===== src/rtl/data_mux_n.sv =====
// Strobe-latched N:1 data mux: direct or round-robin channel capture, sticky selector error, capture counter.
// Capture at the lock rising edge (+2 cycles with DATA_MUX_N_SYNC_EN); no backpressure, framer reads on data_valid.
module data_mux_n #(
    parameter int WIDTH    = 16,
    parameter int CHANNELS = 4,
    parameter int SEL_W    = 8,
    parameter int CNT_W    = 16
) (
    input  logic                      clk,
    input  logic                      reset,
    input  logic                      data_lock,
    input  logic                      scan_en,
    input  logic [SEL_W-1:0]          selector,
    input  logic [CHANNELS*WIDTH-1:0] data_in,
    input  logic                      err_clr,
    output logic [WIDTH-1:0]          data_out,
    output logic [SEL_W-1:0]          ch_out,
    output logic                      data_valid,
    output logic                      sel_err,
    output logic                      err_sticky,
    output logic [CNT_W-1:0]          lock_cnt
);

    // One extra bit so CHANNELS == 2**SEL_W still compares correctly.
    localparam logic [SEL_W:0]   CH_LIM   = (SEL_W+1)'(CHANNELS);
    localparam logic [SEL_W-1:0] PTR_LAST = SEL_W'(CHANNELS - 1);

    logic             lock_s;
    logic             lock_d;
    logic             lock_rise;
    logic             sel_ok;
    logic             set_err;
    logic [SEL_W-1:0] ptr;
    logic [WIDTH-1:0] sel_word;
    logic [WIDTH-1:0] ptr_word;

`ifdef DATA_MUX_N_SYNC_EN
    logic sync_q1;
    logic sync_q2;

    // Both stages reset high so a strobe held through reset is not seen as an edge.
    always_ff @(posedge clk or posedge reset) begin
        if (reset) begin
            sync_q1 <= 1'b1;
            sync_q2 <= 1'b1;
        end else begin
            sync_q1 <= data_lock;
            sync_q2 <= sync_q1;
        end
    end

    assign lock_s = sync_q2;
`else
    assign lock_s = data_lock;
`endif

    assign lock_rise = lock_s & ~lock_d;
    assign sel_ok    = {1'b0, selector} < CH_LIM;
    assign set_err   = lock_rise & ~scan_en & ~sel_ok;

    always_comb begin
        sel_word = '0;
        ptr_word = '0;
        for (int k = 0; k < CHANNELS; k++) begin
            if (selector == SEL_W'(k)) sel_word = data_in[k*WIDTH +: WIDTH];
            if (ptr == SEL_W'(k))      ptr_word = data_in[k*WIDTH +: WIDTH];
        end
    end

    always_ff @(posedge clk or posedge reset) begin
        if (reset) begin
            lock_d     <= 1'b1;
            data_out   <= '0;
            ch_out     <= '0;
            data_valid <= 1'b0;
            sel_err    <= 1'b0;
            err_sticky <= 1'b0;
            lock_cnt   <= '0;
            ptr        <= '0;
        end else begin
            lock_d     <= lock_s;
            data_valid <= 1'b0;
            sel_err    <= 1'b0;

            if (lock_rise) begin
                if (scan_en) begin
                    data_out   <= ptr_word;
                    ch_out     <= ptr;
                    data_valid <= 1'b1;
                    lock_cnt   <= lock_cnt + CNT_W'(1);
                end else if (sel_ok) begin
                    data_out   <= sel_word;
                    ch_out     <= selector;
                    data_valid <= 1'b1;
                    lock_cnt   <= lock_cnt + CNT_W'(1);
                end else begin
                    sel_err    <= 1'b1;
                end
            end

            // A new error outranks a simultaneous clear.
            if (set_err)
                err_sticky <= 1'b1;
            else if (err_clr)
                err_sticky <= 1'b0;

            // Pointer parks at channel 0 whenever direct mode is selected.
            if (!scan_en)
                ptr <= '0;
            else if (lock_rise)
                ptr <= (ptr == PTR_LAST) ? '0 : ptr + SEL_W'(1);
        end
    end

endmodule


===== config.mk =====
export PLATFORM = sky130hd
export DESIGN_NAME = data_mux_n
export DESIGN_NICKNAME = d
export VERILOG_FILES = /design/src/rtl/data_mux_n.sv
export SDC_FILE = /design/constraint.sdc
export NUM_CORES = 1
export LEC_CHECK = 0
export CAP_MARGIN = 25
export CORE_MARGIN = 4
export CORE_UTILIZATION = 24
export CTS_CLUSTER_DIAMETER = 50
export DETAILED_ROUTE_END_ITERATION = 10
export PLACE_DENSITY_LB_ADDON = 0.1
export SLEW_MARGIN = 10
export SYNTH_ARGS = -nofsm -noshare
export SYNTH_HDL_FRONTEND = slang
export SYNTH_SLANG_ARGS = --single-unit
export TNS_END_PERCENT = 100

===== constraint.sdc =====
create_clock -name clk -period 5.05 [get_ports clk]
set_clock_uncertainty 0.2 [all_clocks]
set_input_delay 0.7575 -clock clk [delete_from_list [all_inputs] [get_ports clk]]
set_output_delay 0.7575 -clock clk [all_outputs]
set_load 0.05 [all_outputs]

==> impl_results.md <==
- Synth Cell Area: 3416 um^2
- Fin nets: 526
- Post-CTS Setup Inserts: 0
- Die X: 127.3 um
- Setup CP Type: register to register
- Initial core utilization: 24.51%
- Unique masters post-synth: 50
- Max_cap viols: 0
- Via count: 3197
- Gr ovfl total: 0
- Tcrit/Tclk final: 58.81%
- Wirelength per Cell: 18.97 um
- Post-synth EDFFs: 0
- Number of diodes: 0
- Reg2reg path depth: 6
- Top_reg_cell synth: dfrtp_1
- Clk buf depth: 2
- Maximum vdd ir drop: 0.1410 mV
- Hold buffers post-CTS: 0
- Drt pass-1 iters: 4
- Core Region: 13930 um^2
- Max Slew Vio Count: 0
- Drt via density: 5.123
- Die area: 16210 um^2
- Layout area overhead: 45.49%
- Filler Cell Count: 1411
- Final WL: 11840 um
- Async S/R FF share, synth: 100.0%
- Cell Rows: 43
- RR Startpoint: ptr[0]
- RSZ-0062 raised after global routing: false
- Leakage: 1.984 nW
- FMAX: 336.7 MHz
- Final Hold Violating Endpoints: 0
- Number of global-route vias before repair: 3477
- Clock Latency Late Sink: 0.29 ns
- Worst Max-Slew Pin Slew: 1.009 ns
- Power Total: 1.432 mW
- Syn Inst Count: 333
- Hold WC Path Type: register to register
- Post-route setup slack: 2.080 ns
- Slew headroom: 32.51%
- Clk root buf: clkbuf_16
- Critical path fanouts, max: 19
- First-pass GRT wire length: 19020 um
- Layout cells sized above 1: 10.81%
- Synth area leader: dfrtp_1
- H-tree depth: 2
- CTS Sinks: 52
- R2r endpoint: ptr[0]
- Ys Warns: 0
- Dpl hpwl: 8468 um
- Commonest cells post-synth: dfrtp_1, nand2_1, a221o_1
- GRT Total Usage: 14.59%
- DRT antenna net count: 0
- Critical path endpoint: ptr[0]
- Avg Inst Size Synth: 10.26 um^2
- #FFs+latches synth: 52
- Fin crit period: 2.970 ns
- IO Count: 120
- Pre-CTS WS: 1.852 ns
- Post-Synthesis Net Count: 415
- Setup crit end kind: register
- Startpoint types: register
- Synth area leaders: dfrtp_1, mux4_2, a221o_1
- Flop-to-flop setup slack: 2.08 ns
- CTS tree: done
- CTS buffer count: 5
- Die Y: 127.3 um
- WP data arrival: 2.95 ns
- Pwr Density: 288.1 nW/um^2
- Critical Path RT: 5.03 ns
- Final setup violation count: 0
- Initial antenna violation count: 0
- Count leader, synth: dfrtp_1
- Initial drt markers: 217
- Post-synthesis sequential area ratio: 38.13%
- Port Buffer Count: 119
- Setup TNS: 0 ns
- Drc violations: 0
- Critical Path Start: ptr[0]
- GPL Wtd Cong: 0.7760
- Largest net degree at the start of global routing: 53
- Clock slew at reported path FFs: 0.07 ns
- Top cell type's share of synthesized area: 37.36%
- Post_cts resized: 0
- Status: finished clean
-- sequential cells by signal, summed over array words and instances (netlist names) --
register and count:
sel_err 1, ch_out 8, lock_cnt 16, data_out 16
data_valid 1, lock_d 1, ptr 8, err_sticky 1
-- power by group --
group / leakage [nW] / switching (mW) / internal (mW) / total, mW
Clock: 0.0729 / 0.158 / 0.196 / 0.354
Combinational: 1.23 / 0.322 / 0.237 / 0.559
Sequential: 0.680 / 0.0483 / 0.471 / 0.519
-- metal layers --
metal  vias to the layer above  routed length, um  GRT usage [%]
met3                         4                728          3.052
met1                      1592               5186          19.61
met5                         -                  0              0
met4                         0                 93          2.524
li1                       1487                  -              -
met2                       114               5831          24.59
-- critical path: stages, from the launching register on --
cell and delay (ns):
dfrtp_1 0.45, ha_1 0.69, buf_4 0.35, nor4b_1 0.58
a21o_1 0.33, o21ai_0 0.10, and2_1 0.15
-- cells by family after synthesis --
| group | after synthesis | share of synthesized area [%] |
|---|---|---|
| fa+ha+maj | 5 | 1.832 |
| xor+xnor | 15 | 3.846 |
| simple gates | 102 | 17.80 |
| flops | 52 | 38.13 |
| mux | 22 | 12.42 |
| compound gates | 89 | 20.15 |
| buf+inv | 48 | 5.824 |
-- through the flow --
| stage | hold slack [ns] | util, % | area (um^2) | std cells |
|---|---|---|---|---|
| floorplan | 0.3447 | - | 3416 | 333 |
| global placement | 0.2600 | 34.33 | 4783 | 615 |
| detailed placement | 0.2665 | 34.33 | 4783 | 615 |
| CTS | 0.2758 | 35.39 | 4931 | 622 |
| global route | 0.2942 | 35.66 | 4970 | 624 |
| finish | 0.2731 | 35.66 | 4970 | 624 |
-- placed cells by master (no fill, tap or decap), types with 4 or more instances in the layout --
cell type	instances
nand3b_1	13
xnor2_1	4
a21oi_1	21
clkbuf_16	5
clkdlybuf4s50_1	119
ha_1	5
a32o_1	4
o21ai_0	8
a21boi_0	12
nand2_1	25
nor2b_1	5
mux4_2	16
nor4_1	5
xor2_1	11
dfrtp_1	51
a221oi_1	5
buf_4	9
nor3b_1	5
and3_1	4
nand2b_1	5
nand3_1	7
a221o_1	22
inv_1	20
nor2_1	6
nor3_1	7
nor4b_1	4
-- final cells by class --
| cell class | instances | area [um^2] | area share, % |
|---|---|---|---|
| Inverter | 22 | 82.58 | 1.662 |
| Multi-Input combinational cell | 233 | 1914 | 38.52 |
| Tap cell | 180 | 225.2 | 4.532 |
| Clock buffer | 6 | 138.9 | 2.795 |
| Sequential cell | 52 | 1303 | 26.21 |
| Clock inverter | 1 | 8.758 | 0.1762 |
| Timing Repair Buffer | 130 | 1297 | 26.11 |
-- worst min path at each step --
stage            startpoint  cells after the start      endpoint
6_report       lock_cnt[15]                      1  lock_cnt[15]
2_1_floorplan        ptr[7]                      1     ch_out[7]
3_5_place_dp   lock_cnt[15]                      1  lock_cnt[15]
5_1_grt        lock_cnt[15]                      1  lock_cnt[15]
4_1_cts        lock_cnt[15]                      1  lock_cnt[15]
3_3_place_gp   lock_cnt[15]                      1  lock_cnt[15]
Power figures use the tool's default switching activity.
